--- src/rtl/flit_source_pkg.sv ---
// Shared defines and package for the flit_source family: flit width, handshake
// state encoding and the saturating sent-counter helper.
`ifndef SIZE
`define SIZE 8
`endif

package flit_source_pkg;

    typedef enum logic [1:0] {
        ST_GAP  = 2'd0,
        ST_WAIT = 2'd1,
        ST_DONE = 2'd2
    } flit_state_t;

    localparam logic [31:0] SENT_MAX        = 32'hFFFF_FFFF;
    localparam int          ACK_SYNC_STAGES = 2;

    function automatic logic [31:0] sat_inc(input logic [31:0] value);
        return (value == SENT_MAX) ? value : value + 32'd1;
    endfunction

endpackage

--- src/rtl/flit_source_ack_sync.sv ---
// Two-flop reset-clearing synchronizer for the returning ack level.
// Only compiled in when FLIT_SOURCE_ACK_SYNC_EN is defined.
`ifdef FLIT_SOURCE_ACK_SYNC_EN
module flit_source_ack_sync
    import flit_source_pkg::*;
(
    input  logic clk,
    input  logic reset,
    input  logic level,
    output logic synced
);

    logic [ACK_SYNC_STAGES-1:0] stages;

    always_ff @(posedge clk or posedge reset) begin
        if (reset) begin
            stages <= '0;
        end else begin
            stages <= {stages[ACK_SYNC_STAGES-2:0], level};
        end
    end

    assign synced = stages[ACK_SYNC_STAGES-1];

endmodule
`endif

--- src/rtl/flit_source.sv ---
// Two-phase handshake flit generator with programmable gap and flit count.
// Define FLIT_SOURCE_ACK_SYNC_EN to pass ack through a 2-flop synchronizer.
`ifndef SIZE
`define SIZE 8
`endif

module flit_source
    import flit_source_pkg::*;
#(
    parameter int GAP   = 0,
    parameter int COUNT = 0,
    parameter int BASE  = 0
) (
    input  logic              clk,
    input  logic              reset,
    input  logic              en,
    input  logic              ack,
    output logic              req,
    output logic [`SIZE-1:0]  data,
    output logic [31:0]       sent,
    output logic              done,
    output logic              err
);

    localparam int          W       = `SIZE;
    localparam logic [W-1:0] BASE_L = W'(BASE);
    localparam logic [31:0] GAP_L   = 32'(GAP);
    localparam logic [31:0] COUNT_L = 32'(COUNT);

    flit_state_t  state;
    logic [31:0]  gap_cnt;
    logic [W-1:0] seq;
    logic         ack_s;

`ifdef FLIT_SOURCE_ACK_SYNC_EN
    flit_source_ack_sync ack_sync (
        .clk    (clk),
        .reset  (reset),
        .level  (ack),
        .synced (ack_s)
    );
`else
    assign ack_s = ack;
`endif

    // An ack that differs from req while nothing is outstanding is a sink fault.
    always_ff @(posedge clk or posedge reset) begin
        if (reset) begin
            state   <= ST_GAP;
            req     <= 1'b0;
            data    <= BASE_L;
            sent    <= '0;
            done    <= 1'b0;
            err     <= 1'b0;
            gap_cnt <= '0;
            seq     <= '0;
        end else begin
            case (state)
                ST_GAP: begin
                    if (ack_s != req) begin
                        err <= 1'b1;
                    end
                    if (gap_cnt != 32'd0) begin
                        gap_cnt <= gap_cnt - 32'd1;
                    end else if (en) begin
                        req   <= ~req;
                        data  <= BASE_L + seq;
                        state <= ST_WAIT;
                    end
                end
                ST_WAIT: begin
                    if (ack_s == req) begin
                        seq     <= seq + 1'b1;
                        sent    <= sat_inc(sent);
                        gap_cnt <= GAP_L;
                        if ((COUNT_L != 32'd0) && (sat_inc(sent) == COUNT_L)) begin
                            state <= ST_DONE;
                            done  <= 1'b1;
                        end else begin
                            state <= ST_GAP;
                        end
                    end
                end
                ST_DONE: begin
                    if (ack_s != req) begin
                        err <= 1'b1;
                    end
                end
                default: begin
                    state <= ST_GAP;
                end
            endcase
        end
    end

endmodule

--- config.mk ---
export PLATFORM = sky130hd
export DESIGN_NAME = flit_source
export DESIGN_NICKNAME = d
export VERILOG_FILES = /design/src/rtl/flit_source_pkg.sv /design/src/rtl/flit_source_ack_sync.sv /design/src/rtl/flit_source.sv
export SDC_FILE = /design/constraint.sdc
export NUM_CORES = 1
export LEC_CHECK = 0
export CAP_MARGIN = 20
export CORE_MARGIN = 5
export CORE_UTILIZATION = 55
export CTS_CLUSTER_SIZE = 28
export DETAILED_ROUTE_END_ITERATION = 8
export PLACE_DENSITY = 0.79
export REMOVE_ABC_BUFFERS = 1
export SETUP_SLACK_MARGIN = 0.4
export SLEW_MARGIN = 20
export SYNTH_ARGS = -nofsm -noshare
export SYNTH_HDL_FRONTEND = slang
export SYNTH_SLANG_ARGS = --single-unit
export TNS_END_PERCENT = 20
--- constraint.sdc ---
create_clock -name clk -period 7.7 [get_ports clk]
set_clock_uncertainty 0.2 [all_clocks]
set_input_delay 1.54 -clock clk [delete_from_list [all_inputs] [get_ports clk]]
set_output_delay 1.54 -clock clk [all_outputs]
set_load 0.005 [all_outputs]
==> impl_results.md, run 1 <==
- Sequential Power Share: 0.541
- RSZ-0062 raised after global routing: false
- Yosys warns: 1
- Sw power: between 150 and 200 uW
- Gpl congestion: just over 0.8
- Worst Hold Class: register to register
- Post-synthesis async set-or-reset flop share: 1.00
- Worst Setup Slack, final: 3.94 ns
- CTS Buffer Depth: 2
- Worst skew pair latency: 0.35 ns
- Via-to-Cell Ratio: 5.80
- Drt pass-1 iters: 4
- Slew Limit Fails: 0
- Area grow syn2layout: 18.9%
- Status: completed
- Initial antenna violation count: 0
- Post-synthesis mux area share: 0.0532
- Static Leak: 2.04 nW
- Synth Area in Adders: 0.00944
- FF/Latch Area: 0.00208 sq mm
- Row Count: 31
- Full die area: about 0.0090 sq mm
- Peak VDD IR: 0.0919 mV
- First-pass GRT wire length: 13,700 um
- Buffers added on ports: 45
- Share of layout cells above drive strength 1: 0.0867
- Crit Path Category: primary input to register
- Final Total Pwr: 817 uW
- Post-Syn Area: 0.00398 sq mm
- GRT Overall Usage: 0.192
- H-tree depth: 3
- Commonest non-fill, non-tap cell in the layout: dfrtp_1
- Worst rel slew slack: 0.403
- Num CTS Buffers: 9
- Final period utilization: 0.489
- WL per Instance: ~16 um
- Slew @ Worst Pin: 0.892 ns
- Chip Height: 95.0 um
- WP data arrival: 3.80 ns
- Vias: 2,979
- Critical Path RT: just under 8 ns
- F_max: 266 MHz
- Hold-fix buffers, CTS: 0
- HPWL after DPL: 5480 um
- PwrDens: 173 mW/mm^2
- Vias in the first global route: between 2,000 and 3,000
- Sequential share of the synthesized area: 0.522
- Commonest non-fill, non-tap cells in the layout: dfrtp_1 (83), clkdlybuf4s50_1 (45), nand2_1 (39)
- Final setup viols: 0
- Setup_tns: 0 ns
- Nets: ~420
- Multi-input logic area: 0.00181 sq mm
- Die span in x: 95.0 um
- Number of synthesized register bits: 83
- Largest family of logic cells by synthesized area: simple AND/OR/NAND/NOR gates
- Antenna-violating nets left: 0
- Worst hold margin: 0.261 ns
- Tmin final: 3.76 ns
- GR Overflow Total: 0
- Clock power frac: 0.440
- Post-cts resize count: 0
- Sw Share: 0.226
- Crit end category: register
- EDFF count, synth: 0
- Largest net degree at the start of global routing: 84
- Clk root buf: clkbuf_8
- Detailed Route Iter0 Violations: 129
- Mean Syn Cell Area: 10.8 sq um
- # diodes: 0
- Setup bufs post-CTS: 0
- Pint: 632 uW
- Max-cap viol count: 0
- Post-synth top flop: dfrtp_1
- CTS tree: done
- Routed WL: 8150 um
- Residual DRC count: 0
- Clk pin slew, worst setup/hold paths: 0.09 ns
- Initial Utilization: 0.557
- Maximum fanout along the worst path: 6
- Synth Area in XOR/XNOR: 0.0903
- Hold Vio Cnt, Final: 0
- Top-level I/O count: 47
- Count of unique library cells instantiated by Yosys: just under 50
- Worst setup SP type: primary input
- Core area: 0.00714 sq mm
- Simple-gate share of the synthesized area: 0.215
- Fillers: between 500 and 600
- Pre-CTS WS: 3.57 ns
- Combinational share of power: 0.019
- Syn Inst Count: 367
- Synth Area in Compound Gates: 0.0859
- Clock Sinks: 83
## power groups by stage
| stage | Combinational [mW] | Clock (mW) | Sequential (mW) |
|---|---|---|---|
| final | 0.0155 | 0.359 | 0.442 |
| after global routing | 0.0184 | 0.381 | 0.442 |
| after CTS | 0.0160 | 0.367 | 0.442 |
| after detailed placement | 0.0160 | 0 | 0.450 |
| after global placement | 0.0157 | 0 | 0.450 |
| after floorplan | 0.00961 | 0 | 0.450 |
## cells in the mapped netlist (9+ instances only)
cell / instances / area, sq um
xnor2_1: 24 / 210
nand4_1: 14 / 87.6
dfrtp_1: 83 / 2080
nand2_1: 39 / 146
mux2i_1: 11 / 110
nor4_1: 10 / 62.6
xor2_1: 17 / 149
nor2_1: 20 / 75.1
nand3_1: 14 / 70.1
mux2_2: 9 / 101
## critical path: stages
cell and delay, ns:
clkdlybuf4s50_1 0.42, xor2_1 0.21, or4b_2 0.69, a2111oi_2 0.59, nand3_1 0.20, xnor2_1 0.16
## final timing paths
check / startpoint / to / slack, ns / cells after the start
max: ack / sent[25] / 3.94 / 6
min: err / err / 0.26 / 1
max reg2reg: gap_cnt[0] / gap_cnt[28] / 4.73 / 7
min reg2reg: err / err / 0.26 / 1
max in group asynchronous: reset / sent[22] / 5.27 / 3
min in group asynchronous: reset / state[0] / 1.52 / 3
## through the flow
stage               utilization  instance area, sq um  cells
CTS                       0.662                  4720    514
detailed placement        0.630                  4490    498
global placement          0.630                  4490    498
finish                    0.663                  4730    514
global route              0.663                  4730    514
floorplan                     -                  3910    353
## cell type report
cell class | count | area share
clock buffers | 9 | 0.0262
clock inverters | 7 | 0.0225
inverters | 7 | 0.00582
multi-input cells | 263 | 0.382
flip-flops and latches | 83 | 0.439
well taps | 99 | 0.0262
repair buffers | 46 | 0.0976
## cells by family (layout without fill, tap and decap cells)
kind of cell,count (synthesis),after routing
AOI/OAI and AO/OA,46,46
xor gates and xnor gates,41,41
adders and majority gates,3,3
buffers and inverters,21,69
DFF,83,83
muxes,20,20
other,1,1
and+or+nand+nor,152,152
## registers in the layout (all words and copies together) (netlist names)
| name | count |
|---|---|
| seq | 8 |
| gap_cnt | 32 |
| state | 1 |
| req | 1 |
| data | 8 |
| err | 1 |
| sent | 32 |
## layer usage
metal  track usage  vias up  share of wire
met5             0        -              0
met4        0.0721        0          0.015
met3        0.0450       14          0.046
met2         0.297       77           0.47
met1         0.263     1454           0.47
li1              -     1434              -
Power figures use the tool's default switching activity.
==> run 2, diff against run 1 <==
CORE_UTILIZATION = 50   (was 55)
PLACE_DENSITY = 0.75   (was 0.79)
clock period = 3.2 ns   (was 7.7 ns; I/O delays follow)
==> run 2 against run 1 <==
Worst setup slack worse by 3.5 ns; non-clock buffer count up 8; core utilization down 4.0 points; critical endpoint is now gap_cnt[28].
==> impl_results.md, run 2 (same netlist as run 1, synthesis figures left out) <==
- Commonest non-fill, non-tap cell in the layout: dfrtp_1
- Worst Setup Slack, final: 0.468 ns (-3.47 ns)
- Final period utilization: 0.854
- CTS Buffer Depth: 2 (unchanged)
- Antenna-violating nets left: 0 (unchanged)
- R2R depth: 5 (-2)
- Worst Hold Class: register to register
- Clock Sinks: 83 (unchanged)
- Worst skew pair latency: 0.35 ns (about the same)
- Vias in the first global route: 3,064 (+4.1%)
- Vias: 3,008 (+0.97%)
- Cell mode on critical path: or4_1
- Slew @ Worst Pin: 0.839 ns (-0.0526 ns)
- WP data arrival: 2.81 ns (-0.99 ns)
- Crit end category: register
- CP max stage cell: or4_1
- Nets: 425 (+1.9%)
- Worst rel slew slack: 0.435 (+0.0321)
- R2r startpoint: gap_cnt[17]
- Gpl congestion: 0.888 (+7.3%)
- Worst setup SP type: register
- Final non-filler cell total: 525 (+2.1%)
- Hold EP: err
- Die span in x: 99.2 um (+4.4%)
- Share of layout cells above drive strength 1: 0.109 (+0.0220)
- CP delay by family, top: simple AND/OR/NAND/NOR gates
- Detailed Route Iter0 Violations: 129 (unchanged)
- Num CTS Buffers: 9 (unchanged)
- # diodes: 0 (unchanged)
- Setup_tns: 0 ns (unchanged)
- Status: completed
- Area grow syn2layout: 21.0%
- GRT Overall Usage: 0.179 (-0.0124)
- Routed WL: 8340 um (+2.4%)
- Via-to-Cell Ratio: 5.73 (-1.1%)
- Max-cap viol count: 0 (unchanged)
- HPWL after DPL: 5850 um (+6.8%)
- Tmin final: around 2.7 ns
- Largest registers: gap_cnt (32), sent (32)
- Worst path bufs/invs: 0 (-1)
- RSZ-0062 raised after global routing: true
- Crit Path Category: register to register
- Hold-fix buffers, CTS: 0 (unchanged)
- H-tree depth: 3 (unchanged)
- Initial antenna violation count: 0 (unchanged)
- Hold Crit Start: err
- Clk root buf: clkbuf_8
- Crit path largest cell delay: 0.70 ns (about the same)
- Core area: 0.00773 sq mm (+8.3%)
- Buffers added on ports: 45 (unchanged)
- First-pass GRT wire length: 14,500 um (+5.5%)
- WL per Instance: 15.9 um (+0.22%)
- Crit path cell chain: or4_1 > nand4b_4 > a2111o_1 > or4_1 > a21oi_1
- Largest net degree at the start of global routing: 59 (-30%)
- PwrDens: 404 mW/mm^2 (+130%)
- Final setup viols: 0 (unchanged)
- Final Util: 0.623 (-0.0398)
- Hold Vio Cnt, Final: 0 (unchanged)
- Top-level I/O count: 47 (unchanged)
- CTS tree: done
- Row Count: 32 (+3.2%)
- R2R Setup Slk: 0.47 ns (-4.26 ns)
- Static Leak: 2.08 nW (+1.9%)
- Clk pin slew, worst setup/hold paths: 0.08 ns (about the same)
- Peak VDD IR: 0.304 mV (+230%)
- R2R Path End: gap_cnt[28]
- Worst hold margin: 0.264 ns (+0.00288 ns)
- Drt pass-1 iters: 5 (+1)
- Residual DRC count: 0 (unchanged)
- Commonest non-fill, non-tap cells in the layout: dfrtp_1 (83), clkdlybuf4s50_1 (45), nand2_1 (39)
- F_max: roughly 370 MHz
- Pre-CTS WS: 0.201 ns (-3.36 ns)
- Placed Cells: 509 (+2.2%)
- Initial Utilization: 0.515 (-0.0426)
- Full die area: 0.00984 sq mm (+8.9%)
- Critical Path RT: 3.28 ns (-4.46 ns)
- GR Overflow Total: 0 (unchanged)
- Chip Height: 99.2 um (+4.4%)
- Worst hold stages: 1 (unchanged)
- Slew Limit Fails: 0 (unchanged)
- Maximum fanout along the worst path: 7 (+1)
-- run 2: repair_timing --
action,CTS,global route
buffers inserted,0,0
gates resized for setup,1,4
endpoints found under the setup margin,8,22
-- run 2: how the worst max path moves through the flow --
stage | depth (start not counted) | end | from | slack (ns)
5_1_grt | 5 | gap_cnt[6] | gap_cnt[17] | 0.37
6_report | 5 | gap_cnt[28] | gap_cnt[17] | 0.47
4_1_cts | 5 | gap_cnt[13] | gap_cnt[17] | 0.41
3_3_place_gp | 7 | sent[29] | ack | 0.26
2_1_floorplan | 1 | data[0] | reset | 0.22
3_5_place_dp | 7 | sent[29] | ack | 0.20
-- run 2: area by class of cell --
cell class                      count  area [sq um]
Fill cell                         642          2920
Sequential cell                    83          2080
Multi-Input combinational cell    263          1820
Timing Repair Buffer               54           531
Clock buffer                       12           155
Tap cell                          102           128
Clock inverter                      4          72.6
Inverter                            7          27.5
-- run 2: power by group --
part           internal (mW)  leakage [nW]  switching [mW]
sequential              1.05          1.03         0.00854
clock                  0.481         0.113           0.359
combinational         0.0130         0.933          0.0265
total                   1.55          2.08           0.394
-- run 2: per-stage QoR --
step	power, mW	instance area, sq um
6_report	1.94	4810
5_1_grt	2.02	4810
4_1_cts	1.96	4800
3_5_place_dp	1.12	4570
3_3_place_gp	1.12	4570
2_1_floorplan	1.10	3910
-- run 2: per-layer routing --
metal / GRT usage / wire (um) / vias to the layer above
li1: - / - / 1442
met1: 0.231 / 3740 / 1501
met2: 0.289 / 4120 / 54
met3: 0.0596 / 384 / 11
met4: 0.0525 / 92 / 0
met5: 0 / 0 / -
-- run 2: worst register-to-register path, delay by kind of cell (launching register included) --
| kind | cells | cell delay [ns] |
|---|---|---|
| simple gates | 3 | 1.37 |
| compound gates | 2 | 0.66 |
| flops | 1 | 0.44 |
==> run 3, diff against run 2 <==
SKIP_CTS_REPAIR_TIMING = 1   (was default)
==> run 3 against run 2 <==
Hold slack is essentially flat; critical path type unchanged; largest power group unchanged; routed wire length up 0.97%; highest routed layer unchanged; worst setup slack worse by 0.031 ns; sequential power barely moved; largest cell class unchanged; final area increased by 0.10%; non-clock buffer count unchanged; register-to-register slack worse by 0.03 ns; clock power up 0.5%; critical endpoint unchanged.
==> impl_results.md, run 3 (same netlist as run 1, synthesis figures left out) <==
- WP data arrival: 2.84 ns (+0.03 ns)
- Commonest non-fill, non-tap cell in the layout: dfrtp_1
- Drt pass-1 iters: 4 (-1)
- Nets: 425 (unchanged)
- Worst Hold Class: register to register
- PwrDens: 404 mW/mm^2 (+0.10%)
- Hold Vio Cnt, Final: 0 (unchanged)
- GR Util met1: 0.230 (-0.00136)
- Largest net degree at the start of global routing: 59 (unchanged)
- First-pass GRT wire length: 14,400 um (about the same)
- Vias in the first global route: 3,069 (+0.16%)
- Final setup viols: 0 (unchanged)
- CP max stage cell: or4_1
- Clock Sinks: 83 (unchanged)
- Vias: 3,035 (+0.90%)
- Core area: 0.00773 sq mm (unchanged)
- # diodes: 0 (unchanged)
- F_max: 362 MHz (-1.1%)
- Via-to-Cell Ratio: 5.78 (+0.90%)
- Residual DRC count: 0 (unchanged)
- Full die area: 0.00984 sq mm (unchanged)
- GRT Overall Usage: 0.179 (about the same)
- Buffers added on ports: 45 (unchanged)
- Worst Setup SP: gap_cnt[17]
- Critical Path RT: 3.28 ns (about the same)
- Met2 Usage GRT: 0.290 (+0.00103)
- Worst skew pair latency: 0.35 ns (about the same)
- Sw power: 398 uW (+0.97%)
- Clock power frac: 0.434 (about the same)
- Crit path cell chain: or4_1 > nand4b_4 > a2111o_1 > or4_1 > a21oi_1
- Static Leak: 2.09 nW (+0.48%)
- Setup_tns: 0 ns (unchanged)
- Share of layout cells above drive strength 1: 0.109 (unchanged)
- Slew Limit Fails: 0 (unchanged)
- Commonest non-fill, non-tap cells in the layout: dfrtp_1 (83), clkdlybuf4s50_1 (45), nand2_1 (39)
- Status: completed
- Num CTS Buffers: 9 (unchanged)
- Detailed Route Iter0 Violations: 134 (+3.9%)
- Slew @ Worst Pin: 0.834 ns (-0.00577 ns)
- R2R Path End: gap_cnt[28]
- Routed WL: 8420 um (+0.97%)
- FF/Latch Area: 0.00208 sq mm (unchanged)
- RSZ-0062 raised after global routing: true
- Final Util: 0.623 (+0.000648)
- Initial Utilization: 0.515 (unchanged)
- Worst setup SP type: register
- Combinational share of power: 0.020 (about the same)
- Sw Share: 0.204 (+0.00154)
- Antenna-violating nets left: 0 (unchanged)
- Tmin final: 2.76 ns (+0.0311 ns)
- Multi-input logic area: 0.00183 sq mm (+0.27%)
- WL per Instance: 16.0 um (+0.97%)
- Area grow syn2layout: 21.1%
- Chip Height: 99.2 um (unchanged)
- Worst rel slew slack: 0.439 (+0.00388)
- H-tree depth: 3 (unchanged)
- Crit Path Category: register to register
- Cell mode on critical path: or4_1
- R2r startpoint: gap_cnt[17]
- Met3 usage: 0.0596 (unchanged)
- Initial antenna violation count: 0 (unchanged)
- Clk pin slew, worst setup/hold paths: 0.08 ns (about the same)
- R2R Setup Slk: 0.44 ns (-0.03 ns)
- R2R depth: 5 (unchanged)
- Gpl congestion: 0.888 (unchanged)
- Pint: 1.55 mW (about the same)
- Top-level I/O count: 47 (unchanged)
- Maximum fanout along the worst path: 7 (unchanged)
- Largest registers: gap_cnt (32), sent (32)
- Max-cap viol count: 0 (unchanged)
- HPWL after DPL: 5850 um (unchanged)
- CTS Buffer Depth: 2 (unchanged)
- Die span in x: 99.2 um (unchanged)
- CTS tree: done
- Crit end category: register
- Clk root buf: clkbuf_8
- CP Capture Point: gap_cnt[28]
- Final period utilization: 0.863 (+0.00972)
- Peak VDD IR: 0.306 mV (+0.70%)
- Sequential Power Share: 0.546 (about the same)
- Row Count: 32 (unchanged)
- Fillers: 640 (-0.31%)
- Crit path largest cell delay: 0.71 ns (about the same)
- GR Overflow Total: 0 (unchanged)
- GRT Max-Usage Layer: met2
[run 3: cell counts in the layout (fill, tap and decap cells not counted)]
No cell type changed its count.
[run 3: power by group through the flow]
stage / clock network [mW] / logic [mW] / registers [mW]
after global routing: 0.907 / 0.0470 / 1.06
after global placement: 0 / 0.0406 / 1.08
after CTS: 0.858 / 0.0417 / 1.06
after floorplan: 0 / 0.0231 / 1.08
final: 0.844 / 0.0394 / 1.06
after detailed placement: 0 / 0.0414 / 1.08
[run 3: worst min path at each step]
stage                     startpoint  endpoint  slack (ns)  depth (start not counted)
final                            err       err        0.26                          1
after global routing             err       err        0.29                          1
after detailed placement         err       err        0.25                          1
after global placement           err       err        0.24                          1
after floorplan               seq[7]    seq[7]        0.24                          1
after CTS                        err       err        0.27                          1
[run 3: metrics by stage]
step	hold slack [ns]	total power [mW]	area [sq um]	setup WS [ns]	std cells
global placement	0.240	1.12	4570	0.259	509
floorplan	0.240	1.10	3910	0.223	353
CTS	0.270	1.96	4800	0.292	525
global route	0.289	2.02	4820	0.389	525
detailed placement	0.248	1.12	4570	0.201	509
finish	0.264	1.95	4820	0.437	525
[run 3: routing by layer]
metal	routed length, um	vias up
met1	3760	1515
met4	119	0
met5	0	-
li1	-	1441
met2	4140	67
met3	403	12
[run 3: cell type report]
type / count / share of cell area
Sequential cell: 83 / 0.431
Tap cell: 102 / 0.0265
Timing Repair Buffer: 54 / 0.110
Clock inverter: 4 / 0.0151
Clock buffer: 12 / 0.0322
Inverter: 7 / 0.00571
Multi-Input combinational cell: 263 / 0.379
[run 3: critical path, delay by kind of cell, from the launching register on]
family | cells | cell delay [ns]
AND/OR/NAND/NOR | 3 | 1.39
flip-flops | 1 | 0.45
AO/OA/AOI/OAI | 2 | 0.66
